<file path="src/rtl/mips_pkg.sv">
package mips_pkg;

  localparam logic [31:0] DEFAULT_RESET_PC = 32'h0000_3000;

  typedef enum logic [1:0] {
    NPC_SEQ = 2'b00,
    NPC_BR  = 2'b01,
    NPC_J   = 2'b10,
    NPC_JR  = 2'b11
  } npc_op_e;

  typedef enum logic [1:0] {
    FS_START = 2'b00,
    FS_REQ   = 2'b01,
    FS_HOLD  = 2'b10
  } fetch_state_e;

endpackage

</file>
<file path="src/rtl/npc_calc.sv">
module npc_calc
  import mips_pkg::*;
(
  input  logic [31:0] pc_d,
  input  logic [31:0] instr_d,
  input  logic [31:0] rs_fwd,
  input  logic [1:0]  npc_op,
  output logic [31:0] target
);

  logic [31:0] pc_d_plus4;
  logic [31:0] br_off;

  always_comb begin
    pc_d_plus4 = pc_d + 32'd4;
    br_off     = {{14{instr_d[15]}}, instr_d[15:0], 2'b00};
    case (npc_op)
      NPC_BR:  target = pc_d_plus4 + br_off;
      NPC_J:   target = (pc_d_plus4 & 32'hF000_0000) | ((instr_d << 2) & 32'h0FFF_FFFC);
      NPC_JR:  target = rs_fwd & 32'hFFFF_FFFC;
      default: target = pc_d_plus4;
    endcase
  end

endmodule

</file>
<file path="src/rtl/if_fetch_npc.sv">
module if_fetch_npc
  import mips_pkg::*;
#(
  parameter logic [31:0] RESET_PC = DEFAULT_RESET_PC
) (
  input  logic        clk,
  input  logic        rst_n,
  output logic        imem_req,
  output logic [31:0] imem_addr,
  input  logic        imem_ack,
  input  logic [31:0] imem_rdata,
  input  logic        stall_d,
  input  logic [1:0]  npc_op,
  input  logic        cmp_q,
  input  logic [31:0] rs_fwd,
  output logic [31:0] instr_d,
  output logic [31:0] pc_d,
  output logic [31:0] pc8_d,
  output logic        valid_d,
  output logic [31:0] pc_f
);

  fetch_state_e state_q, state_d;

  logic [31:0] fbuf_instr;
  logic [31:0] fbuf_pc;
  logic        fbuf_v;
  logic [31:0] redir_tgt;
  logic        redir_v;
  logic [31:0] target;
  logic        resolve;

  npc_calc u_npc_calc (
    .pc_d    (pc_d),
    .instr_d (instr_d),
    .rs_fwd  (rs_fwd),
    .npc_op  (npc_op),
    .target  (target)
  );

  assign resolve = valid_d && !stall_d &&
                   ((npc_op == NPC_J) || (npc_op == NPC_JR) || ((npc_op == NPC_BR) && cmp_q));

  assign imem_addr = pc_f;
  assign pc8_d     = pc_d + 32'd8;

  always_ff @(posedge clk or negedge rst_n) begin
    if (!rst_n) state_q <= FS_START;
    else        state_q <= state_d;
  end

  always_comb begin
    state_d = state_q;
    case (state_q)
      FS_START: state_d = FS_REQ;
      FS_REQ:   if (imem_ack && (stall_d || fbuf_v)) state_d = FS_HOLD;
      FS_HOLD:  if (!stall_d) state_d = FS_REQ;
      default:  state_d = FS_START;
    endcase
  end

  always_comb begin
    imem_req = (state_q == FS_REQ);
  end

  always_ff @(posedge clk or negedge rst_n) begin
    if (!rst_n) begin
      pc_f       <= RESET_PC;
      instr_d    <= '0;
      pc_d       <= '0;
      valid_d    <= 1'b0;
      fbuf_instr <= '0;
      fbuf_pc    <= '0;
      fbuf_v     <= 1'b0;
      redir_tgt  <= '0;
      redir_v    <= 1'b0;
    end else begin
      case (state_q)
        FS_REQ: begin
          if (imem_ack) begin
            if (!stall_d && !fbuf_v) begin
              instr_d <= imem_rdata;
              pc_d    <= pc_f;
              valid_d <= 1'b1;
            end else begin
              fbuf_instr <= imem_rdata;
              fbuf_pc    <= pc_f;
              fbuf_v     <= 1'b1;
            end
            pc_f    <= resolve ? target : (redir_v ? redir_tgt : pc_f + 32'd4);
            redir_v <= 1'b0;
          end else begin
            // D advanced with nothing behind it: leave a NOP bubble so the
            // departed instruction cannot resolve a second time.
            if (!stall_d) begin
              instr_d <= '0;
              valid_d <= 1'b0;
            end
            if (resolve) begin
              redir_v   <= 1'b1;
              redir_tgt <= target;
            end
          end
        end
        FS_HOLD: begin
          if (!stall_d) begin
            instr_d <= fbuf_instr;
            pc_d    <= fbuf_pc;
            valid_d <= 1'b1;
            fbuf_v  <= 1'b0;
            if (resolve) pc_f <= target;
          end
        end
        default: begin
          if (!stall_d) begin
            instr_d <= '0;
            valid_d <= 1'b0;
          end
        end
      endcase
    end
  end

endmodule

</file>
<file path="config.mk">
export PLATFORM = sky130hd
export DESIGN_NAME = if_fetch_npc
export DESIGN_NICKNAME = d
export VERILOG_FILES = /design/src/rtl/mips_pkg.sv /design/src/rtl/npc_calc.sv /design/src/rtl/if_fetch_npc.sv
export SDC_FILE = /design/constraint.sdc
export NUM_CORES = 1
export LEC_CHECK = 0
export CORE_MARGIN = 4
export CORE_UTILIZATION = 48
export DETAILED_ROUTE_END_ITERATION = 10
export HOLD_SLACK_MARGIN = 0.12
export PLACE_DENSITY = 0.82
export SYNTH_ARGS = -nofsm -noshare
export SYNTH_HDL_FRONTEND = slang
export SYNTH_SLANG_ARGS = --single-unit
</file>
<file path="constraint.sdc">
create_clock -name clk -period 4 [get_ports clk]
set_input_delay 1.2 -clock clk [delete_from_list [all_inputs] [get_ports clk]]
set_output_delay 1.2 -clock clk [all_outputs]
set_load 0.05 [all_outputs]
</file>
==> metrics.txt <==
# TYPE chip_impl_metric gauge
chip_impl_metric{name="first_iter_violations",unit=""} 1116
chip_impl_info{name="hold_path.class",value="flop to flop"} 1
chip_impl_metric{name="gr-total-overflow",unit=""} 0
chip_impl_metric{name="timing.clock.skew",unit="ns"} 0.0130
chip_impl_metric{name="floorplan.initialDensity",unit="%"} 48.6
chip_impl_info{name="layout.cells.most_common",value="clkdlybuf4s50_1"} 1
chip_impl_metric{name="synth_area_per_cell",unit="sq um"} 9.20
chip_impl_metric{name="antenna_found_initial",unit=""} 1
chip_impl_metric{name="timing_hold_violations_final",unit=""} 0
chip_impl_metric{name="met2_wirelength",unit="microns"} 19100
chip_impl_info{name="crit-reg2reg-launch",value="pc_d[10]"} 1
chip_impl_info{name="cp-start-kind",value="flop"} 1
chip_impl_metric{name="finalCritPeriodShare",unit="%"} 97.8
chip_impl_metric{name="ys_seq_elements",unit=""} 197
chip_impl_metric{name="synth_to_layout_area_growth",unit="%"} 31.7
chip_impl_metric{name="floorplan.rows",unit=""} 59
chip_impl_metric{name="cp.arrival",unit="ns"} 2.71
chip_impl_metric{name="final_period_minus_worst_setup_slack",unit="ns"} 3.91
chip_impl_metric{name="synth_enable_flop_cells",unit=""} 0
chip_impl_metric{name="worst_ep_required_time",unit="ns"} 2.80
chip_impl_metric{name="worst_r2r_path_depth",unit=""} 17
chip_impl_metric{name="place.gp.congestion",unit=""} 0.949
chip_impl_metric{name="placedInstanceArea",unit="sq um"} 15800
chip_impl_metric{name="slew_headroom",unit="%"} 46.6
chip_impl_info{name="regToRegEndpoint",value="imem_addr[31]"} 1
chip_impl_metric{name="coreArea",unit="sq um"} 26000
chip_impl_metric{name="drt_wl_total",unit="microns"} 41500
chip_impl_metric{name="h_tree_lvl_count",unit=""} 4
chip_impl_metric{name="grt_max_degree",unit=""} 83
chip_impl_metric{name="nets_in_the_synthesized_netlist",unit=""} 1485
chip_impl_metric{name="fraction_of_final_layout_cells_with_drive_strength_greater_than_1",unit="%"} 19.8
chip_impl_metric{name="numCtsBuffers",unit=""} 17
chip_impl_metric{name="path_max_fanout",unit=""} 4
chip_impl_metric{name="netlist-cell-type-count",unit=""} 69
chip_impl_metric{name="grt_first_pass_wirelength",unit="microns"} 63800
chip_impl_metric{name="num_ports",unit=""} 233
chip_impl_metric{name="yosysWarningCount",unit=""} 0
chip_impl_info{name="cts-root-buf",value="clkbuf_16"} 1
chip_impl_metric{name="maximum_clock_path_buffer_count",unit=""} 2
chip_impl_metric{name="cap_viol_max_count",unit=""} 0
chip_impl_metric{name="route.vias.total",unit=""} 11800
chip_impl_metric{name="nets",unit=""} 1732
chip_impl_metric{name="min_hold_slack",unit="ns"} 0.486
chip_impl_metric{name="routed-wl-met3",unit="microns"} 3970
chip_impl_info{name="critPathCapture",value="pc8_d[30]"} 1
chip_impl_metric{name="synth.cell_area",unit="sq um"} 12600
chip_impl_info{name="worst_setup_path_startpoint",value="pc_d[3]"} 1
chip_impl_metric{name="yosysSeqAreaShare",unit="%"} 39.0
chip_impl_metric{name="average_wire_length_per_cell_after_detail_routing",unit="microns"} 21.1
chip_impl_metric{name="drv_slew",unit=""} 0
chip_impl_metric{name="wl_met1",unit="microns"} 16700
chip_impl_metric{name="synthArstFlopShare",unit="%"} 100
chip_impl_metric{name="avgViaCountPerCell",unit=""} 5.98
chip_impl_metric{name="endpoints_failing_setup",unit=""} 0
chip_impl_metric{name="worst_setup_hold_path_clk_slew",unit="ns"} 0.07
chip_impl_metric{name="ctsHoldBuffers",unit=""} 0
chip_impl_metric{name="filler_free_cell_count_of_the_finished_design",unit=""} 1969
chip_impl_info{name="final_cell_mix",value="clkdlybuf4s50_1, dfrtp_1, nand2_1"} 1
chip_impl_info{name="top_layer",value="met4"} 1
chip_impl_metric{name="clk-insertion-delay-late",unit="ns"} 0.44
chip_impl_metric{name="reg2reg_setup_slack",unit="ns"} 0.15
chip_impl_metric{name="antenna_violating_nets_post_route",unit=""} 0
chip_impl_metric{name="dp.final_hpwl",unit="microns"} 30500
chip_impl_metric{name="worstMarginPinSlew",unit="ns"} 0.798
chip_impl_metric{name="track_usage",unit="%"} 27.8
chip_impl_metric{name="die_x",unit="microns"} 170
chip_impl_info{name="path_class",value="flop to primary output"} 1
chip_impl_metric{name="via_count_of_the_first_global_routing_pass",unit=""} 11700
chip_impl_metric{name="die_height",unit="microns"} 170
chip_impl_metric{name="dp_cells",unit=""} 1931
chip_impl_metric{name="drc",unit=""} 0
chip_impl_metric{name="synth_cells",unit=""} 1373
chip_impl_metric{name="post-route-cell-area",unit="sq um"} 16600
chip_impl_info{name="synth_ff_type",value="dfrtp_1"} 1
chip_impl_info{name="run_status",value="completed"} 1
chip_impl_metric{name="port-buffer-count",unit=""} 230
chip_impl_metric{name="maxClockFrequency",unit="MHz"} 256
chip_impl_metric{name="design.die.area",unit="sq um"} 29000
chip_impl_metric{name="numClockSinks",unit=""} 197
chip_impl_info{name="worst_setup_path_end_kind",value="primary output"} 1
chip_impl_info{name="cts_tree",value="done"} 1
chip_impl_metric{name="detail_route.first_pass.iterations",unit=""} 6
==> through the flow <==
stage / TNS [ns] / worst slack (ns) / utilization [%]
2_1_floorplan: 0 / 0.00908 / -
3_3_place_gp: 0 / 0.0183 / 60.7
3_5_place_dp: -0.0384 / -0.0280 / 60.7
4_1_cts: 0 / 0.00360 / 63.2
5_1_grt: -0.158 / -0.0519 / 64.0
6_report: 0 / 0.0880 / 64.0
==> routing by layer <==
layer  track usage, %  up-vias
li1                 -     5344
met1             37.6     5752
met2             43.7      571
met3             6.06      111
met4             11.6        0
met5                0        -
==> cells by family after synthesis <==
logic type | share of synthesized area [%]
xor+xnor | 7.48
compound gates | 16.1
fa+ha+maj | 4.12
flops | 39.0
simple gates | 15.0
mux | 12.8
buf+inv | 5.41
==> cells in the mapped netlist, types with 3 or more instances <==
cell type	n	share of area (%)
a211oi_1	8	0.48
a21o_1	19	1.1
a21oi_1	86	3.4
a221oi_1	7	0.49
a22oi_1	42	2.5
a31oi_1	11	0.54
and2_1	10	0.50
and3_1	14	0.69
and4_1	4	0.28
buf_1	7	0.21
buf_2	12	0.48
buf_4	37	2.2
clkbuf_1	65	1.9
dfrtp_1	195	39
ha_1	40	4.0
inv_1	17	0.51
inv_2	3	0.089
mux2_2	76	6.8
mux2i_1	54	4.3
mux4_2	10	1.8
nand2_1	165	4.9
nand2b_1	8	0.40
nand3_1	33	1.3
nand4_1	24	1.2
nor2_1	117	3.5
nor3_1	18	0.71
nor4_1	6	0.30
o211ai_1	6	0.36
o21a_1	6	0.36
o21ai_0	100	4.0
o21ai_1	4	0.16
o21bai_1	3	0.18
o22a_1	3	0.21
o22ai_1	10	0.50
o31ai_1	3	0.18
or3_1	3	0.15
xnor2_1	52	3.6
xor2_1	54	3.7
==> registers in the layout, indices dropped and copies added, names as in the netlist <==
| register | cells |
|---|---|
| fbuf_instr | 32 |
| fbuf_pc | 32 |
| imem_addr | 32 |
| instr_d | 32 |
| pc_d | 32 |
| redir_tgt | 32 |
| state_q | 2 |
| fbuf_v | 1 |
| redir_v | 1 |
| valid_d | 1 |
==> area by class of cell <==
cell class / count / area (sq um)
fillers: 2052 / 9350
multi-input cells: 1035 / 7280
flip-flops and latches: 197 / 4950
repair buffers: 349 / 3320
clock buffers: 18 / 429
well taps: 335 / 419
clock inverters: 14 / 164
inverters: 20 / 75.1
diodes: 1 / 2.50
==> how the worst min path moves through the flow <==
stage | from | end | slack [ns] | cells after the start
3_3_place_gp | redir_tgt[1] | redir_tgt[1] | 0.46 | 2
4_1_cts | redir_tgt[26] | redir_tgt[26] | 0.48 | 1
6_report | redir_tgt[15] | redir_tgt[15] | 0.49 | 2
2_1_floorplan | redir_tgt[0] | redir_tgt[0] | 0.44 | 2
3_5_place_dp | redir_tgt[23] | redir_tgt[23] | 0.46 | 2
5_1_grt | redir_tgt[16] | redir_tgt[16] | 0.51 | 2
==> critical path, cell delays in order (launching register included) <==
cell	delay, ns
dfrtp_2	0.40
buf_4	0.12
buf_4	0.10
nand3_1	0.14
nor2_2	0.20
nand3_2	0.16
nor2_4	0.17
and2_4	0.19
nand3_2	0.15
nor3_4	0.25
xor2_2	0.22
buf_12	0.17
==> repair_timing <==
item	CTS	global route
gates resized for setup	8	40
pin swaps	5	15
endpoints found under the hold margin	0	0
endpoints found under the setup margin	8	20
buffers inserted	2	3
Power is left out: the tool's default activity adds up to more than one toggle a clock period on the data nets, which glitch-free logic cannot reach.
